$ cat src/rtl/rotator_arbiter.sv
// rotator_arbiter: round-robin sharing of one external 8-bit rotator between two requesters.
// Optional ZERO_AMT_BYPASS_EN: zero-amount requests skip the rotator and complete in one cycle.
`default_nettype none

module rotator_arbiter #(
    parameter int DW = 8,
    parameter int AW = 3
) (
    input  logic          clk,
    input  logic          reset,
    input  logic          req0_valid,
    output logic          req0_ready,
    input  logic [DW-1:0] req0_a,
    input  logic [AW-1:0] req0_amt,
    input  logic          req0_lr,
    input  logic          req1_valid,
    output logic          req1_ready,
    input  logic [DW-1:0] req1_a,
    input  logic [AW-1:0] req1_amt,
    input  logic          req1_lr,
    output logic [DW-1:0] rot_a,
    output logic [AW-1:0] rot_amt,
    output logic          rot_lr,
    input  logic [DW-1:0] rot_y,
    output logic          out_valid,
    input  logic          out_ready,
    output logic [DW-1:0] out_y,
    output logic          out_id
);

    typedef enum logic [1:0] {
        IDLE = 2'd0,
        CALC = 2'd1,
        DONE = 2'd2
    } state_t;

    state_t        state_q, state_d;
    logic          ptr_q;
    logic          id_q;
    logic [DW-1:0] rot_a_q;
    logic [AW-1:0] rot_amt_q;
    logic          rot_lr_q;
    logic          out_valid_q;
    logic [DW-1:0] out_y_q;
    logic          out_id_q;

    logic          gnt;
    logic          acc;
    logic          accept;
    logic          byp;
    logic [DW-1:0] sel_a;
    logic [AW-1:0] sel_amt;
    logic          sel_lr;

    // Pointer only matters under contention; a lone requester always wins.
    always_comb begin
        gnt     = (req0_valid & req1_valid) ? ptr_q : req1_valid;
        acc     = (state_q == IDLE) | ((state_q == DONE) & out_ready);
        accept  = acc & (req0_valid | req1_valid);
        sel_a   = gnt ? req1_a   : req0_a;
        sel_amt = gnt ? req1_amt : req0_amt;
        sel_lr  = gnt ? req1_lr  : req0_lr;
    end

    assign req0_ready = acc & req0_valid & (gnt == 1'b0);
    assign req1_ready = acc & req1_valid & (gnt == 1'b1);

`ifdef ZERO_AMT_BYPASS_EN
    assign byp = (sel_amt == '0);
`else
    assign byp = 1'b0;
`endif

    always_ff @(posedge clk or posedge reset) begin
        if (reset) begin
            state_q <= IDLE;
        end else begin
            state_q <= state_d;
        end
    end

    always_comb begin
        state_d = state_q;
        case (state_q)
            IDLE: begin
                if (accept) begin
                    state_d = byp ? DONE : CALC;
                end
            end
            CALC: state_d = DONE;
            DONE: begin
                if (out_ready) begin
                    state_d = accept ? (byp ? DONE : CALC) : IDLE;
                end
            end
            default: state_d = IDLE;
        endcase
    end

    always_ff @(posedge clk or posedge reset) begin
        if (reset) begin
            ptr_q       <= 1'b0;
            id_q        <= 1'b0;
            rot_a_q     <= '0;
            rot_amt_q   <= '0;
            rot_lr_q    <= 1'b0;
            out_valid_q <= 1'b0;
            out_y_q     <= '0;
            out_id_q    <= 1'b0;
        end else begin
            if (accept) begin
                rot_a_q   <= sel_a;
                rot_amt_q <= sel_amt;
                rot_lr_q  <= sel_lr;
                id_q      <= gnt;
                ptr_q     <= ~gnt;
            end
            // A bypassed accept in DONE replaces the retiring result directly.
            if (state_q == CALC) begin
                out_y_q     <= rot_y;
                out_id_q    <= id_q;
                out_valid_q <= 1'b1;
            end else if (accept && byp) begin
                out_y_q     <= sel_a;
                out_id_q    <= gnt;
                out_valid_q <= 1'b1;
            end else if ((state_q == DONE) && out_ready) begin
                out_valid_q <= 1'b0;
            end
        end
    end

    assign rot_a     = rot_a_q;
    assign rot_amt   = rot_amt_q;
    assign rot_lr    = rot_lr_q;
    assign out_valid = out_valid_q;
    assign out_y     = out_y_q;
    assign out_id    = out_id_q;

endmodule

`default_nettype wire
$ cat config.mk
export PLATFORM = sky130hd
export DESIGN_NAME = rotator_arbiter
export DESIGN_NICKNAME = d
export VERILOG_FILES = /design/src/rtl/rotator_arbiter.sv
export SDC_FILE = /design/constraint.sdc
export NUM_CORES = 1
export LEC_CHECK = 0
export BUFFER_PORTS_ARGS = -buffer_cell sky130_fd_sc_hd__buf_2
export CAP_MARGIN = 25
export CORE_UTILIZATION = 44
export CTS_CLUSTER_SIZE = 14
export DETAILED_ROUTE_END_ITERATION = 7
export PLACE_DENSITY = 0.78
export SYNTH_ARGS = -nofsm -noshare
export SYNTH_HDL_FRONTEND = slang
export SYNTH_SLANG_ARGS = --single-unit
$ cat constraint.sdc
create_clock -name clk -period 1.95 [get_ports clk]
set_input_delay 0.39 -clock clk [delete_from_list [all_inputs] [get_ports clk]]
set_output_delay 0.39 -clock clk [all_outputs]
set_load 0.05 [all_outputs]
==> results.md <==
- The H-tree depth is 1.
- The synthesized area per cell is 12.2 sq um.
- Setup repair after global routing left no endpoint under its margin.
- The initial antenna violation count is 0.
- The flow ran to the end, and the final reports show no timing, DRC or antenna violations.
- During I/O placement, the number of pins put on the boundary was 61.
- The clock tree from TritonCTS is yes.
- The switching part of the total is 52.4%.
- The number of rows created at floorplan is 18.
- Static timing analysis puts the maximum clock frequency at 0.535 GHz.
- The total standard cell area after synthesis is 1180 sq um.
- The final number of hold-violating endpoints came to 0.
- The final clock period utilization by the worst path is 95.9%.
- The worst hold slack across all endpoints is 0.0336 ns.
- The share of layout cells above drive strength 1 is 50.3%.
- Max-cap violations in this run came to 0.
- The cell area reported after detailed placement is 1500 sq um.
- The number of global-route vias before repair came to 1,053.
- Setup slack on the critical path of the routed design comes to 0.0794 ns.
- The clock skew after layout is 0.00344 ns.
- In this run the vertical extent of the chip is 53.8 microns.
- The area enclosed by the die boundary is 2890 sq um.
- The type of the worst min-delay path is input port to asynchronous set/reset pin.
- The routed design has 2710 microns of wire.
- The worst slew margin relative to its limit is 65.3%.
- Synthesis inferred 26 register bits.
- The worst setup path is of the flop to primary output kind.
- Entering global routing, the biggest net connects 18 pins.
- The net count of the finished layout is 196.
- The total overflow left after global routing is 0.
- The core outline area is 2500 sq um.
- After routing the design area is 1550 sq um.
- The overall power after layout is 2.94 mW.
- Compared with the post-synthesis result, the final layout area differs by 31.5%.
- After detailed placement, the design holds a cell count of 183.
- The worst path arrival time is 1.48 ns.
- For this configuration, the core starts out at a cell density of 47.2%.
- After clock tree synthesis, the clock-pin slew on the worst setup and hold paths is 0.13 ns.
- The clock period could shrink to 1.87 ns.
- The critical-path maximum fanout is 8.
- The number of buffers added by the clock tree synthesis step is 3.
- The commonest non-fill, non-tap cell in the layout is sky130_fd_sc_hd__buf_2.
- Global routing used 21.7% of the available tracks across all layers.
- The final core utilization is 62.1%.
- Setup violations remaining at the end of the flow were counted as 0.
- The non-filler instance count after layout is 187.
- The final max-slew violation count is 0.
- The ratio of total power to cell area is 1890 nW/um^2.
- The transition time at the pin with the least slew margin is 0.521 ns.
- The number of antenna-violating nets in the routed design is 0.
- The summed negative setup slack over all endpoints is 0 ns.
- STA classifies the critical path endpoint as a primary output.
- The cell internal power dissipation is 1.40 mW.
- The number of nets in the synthesized netlist is 134.
- The category of the worst setup path launch point is a flop.
- The proportion of power drawn by flip-flops and latches is 32.3%.
- The floorplan step set the die width to 53.8 microns.
- CTS saw 26 sinks.
- Yosys mapped the design onto 25 distinct sky130hd cell types.
- The worst-case setup slack after placement is 0.122 ns.
- The weighted congestion at the end of routability-driven global placement is 0.731.
- The warning count from the yosys run is 0.
- For this run, the detailed router's first-pass iteration total came to 5.
- The share of the Yosys chip area taken by registers is 55.1%.
- IR analysis of the VDD net gives a maximum drop of 1200 uV.
- The root buffer cell is sky130_fd_sc_hd__clkbuf_4.
- The count of mapped cells out of synthesis is 97.
- Of the total power, combinational logic draws 60.4%.
- After legalization and detailed placement, the total HPWL measured 2050 microns.
- The detailed router finished its first iteration with 20 violations.
- The clock network accounts for 7.3% of the total power.
- The data required time of the worst path is 1.56 ns.
- The later-pin clock latency in the skew report is 0.31 ns.
- The vias per cell is 5.53.
- Detailed routing inserted a total of 1,035 vias.
- Buffers placed on the I/O ports in this run total 60.
- The reported net switching power is 1.54 mW.
- The top cell types in the final layout, fill and taps aside, are 58 x sky130_fd_sc_hd__buf_2, 26 x sky130_fd_sc_hd__dfrtp_1, 12 x sky130_fd_sc_hd__nand2_1, 12 x sky130_fd_sc_hd__nor4_1, 12 x sky130_fd_sc_hd__a221o_1.
- The remaining design rule violation count is 0.
- The first-pass GRT wire length is 4490 microns.
- The antenna cell count is 0.
- The static power due to leakage is 0.786 nW.
- Hold repair after CTS inserted 0 buffers.
- The number of buffers on the longest clock path is 2.
- The average detailed-routed wire length per instance is 14.5 microns.
## flip-flops by register name, indices dropped and copies added, names as in the netlist
register	cells
id_q	1
out_id	1
out_valid	1
out_y	8
ptr_q	1
rot_a	8
rot_amt	3
rot_lr	1
state_q	2
## synthesized netlist by cell type
library cell / instances / area share [%]
sky130_fd_sc_hd__dfrtp_1: 26 / 55
sky130_fd_sc_hd__mux2_2: 6 / 5.7
sky130_fd_sc_hd__buf_1: 1 / 0.32
sky130_fd_sc_hd__inv_2: 1 / 0.32
sky130_fd_sc_hd__nor4_1: 12 / 6.4
sky130_fd_sc_hd__buf_8: 1 / 1.3
sky130_fd_sc_hd__nor2b_4: 1 / 1.2
sky130_fd_sc_hd__a21o_1: 2 / 1.3
sky130_fd_sc_hd__and2b_1: 1 / 0.64
sky130_fd_sc_hd__a31oi_1: 1 / 0.53
sky130_fd_sc_hd__o21ai_0: 1 / 0.42
sky130_fd_sc_hd__or3_1: 1 / 0.53
sky130_fd_sc_hd__nor2_1: 2 / 0.64
sky130_fd_sc_hd__a2111oi_4: 1 / 2.3
sky130_fd_sc_hd__nor4b_1: 1 / 0.74
sky130_fd_sc_hd__clkbuf_1: 2 / 0.64
sky130_fd_sc_hd__buf_2: 3 / 1.3
sky130_fd_sc_hd__nand3b_1: 1 / 0.64
sky130_fd_sc_hd__dlygate4sd1_1: 1 / 0.74
sky130_fd_sc_hd__nand2_1: 12 / 3.8
sky130_fd_sc_hd__mux2_1: 3 / 2.9
sky130_fd_sc_hd__buf_6: 1 / 0.95
sky130_fd_sc_hd__nor2b_1: 1 / 0.53
sky130_fd_sc_hd__a221o_1: 12 / 10
sky130_fd_sc_hd__inv_1: 3 / 0.95
## kinds of logic after synthesis
kind of cell    Yosys count  share of synthesized area, %
buf+inv                  13                          6.47
mux                       9                          8.59
flops                    26                          55.1
simple gates             32                          15.1
compound gates           17                          14.7
## path summary, 6_finish.rpt
kind / to / slack, ns / cells after the start / startpoint
min in group clk: out_y[6] / 0.29 / 2 / rot_y[6]
min: rot_a[1] / 0.03 / 2 / reset
min reg2reg: out_y[6] / 0.50 / 1 / out_y[6]
max in group asynchronous: out_y[4] / 1.38 / 3 / reset
max: req0_ready / 0.08 / 3 / state_q[0]
max reg2reg: rot_a[3] / 0.19 / 3 / state_q[1]
## power by group through the flow
stage               Clock [mW]  Combinational (mW)  Sequential, mW
floorplan                    0               0.590            1.73
global placement             0                1.70           0.944
detailed placement           0                1.75           0.957
CTS                      0.223                1.77           0.953
global route             0.239                1.88           0.987
finish                   0.215                1.77           0.951
## layer usage
metal	GRT usage (%)	wire length, microns
met5	0	0
met1	24.6	1110
met2	40.9	1420
met3	2.54	166
met4	7.89	17
## critical path: stages, from the launching register on
cell,delay (ns)
sky130_fd_sc_hd__dfrtp_1,0.45
sky130_fd_sc_hd__buf_4,0.19
sky130_fd_sc_hd__a2111oi_4,0.32
sky130_fd_sc_hd__buf_6,0.21
## final cells by class
cell class	count	area, sq um
repair buffers	66	358
multi-input cells	58	468
inverters	4	15.0
well taps	30	37.5
flip-flops and latches	26	651
fillers	214	948
clock buffers	3	22.5
## what timing repair did
action,in CTS,in global routing
endpoints found under the setup margin,2,2
resized for setup,4,1
buffers inserted,0,1
pin swaps,0,1
(Power assumes the default switching activity.)
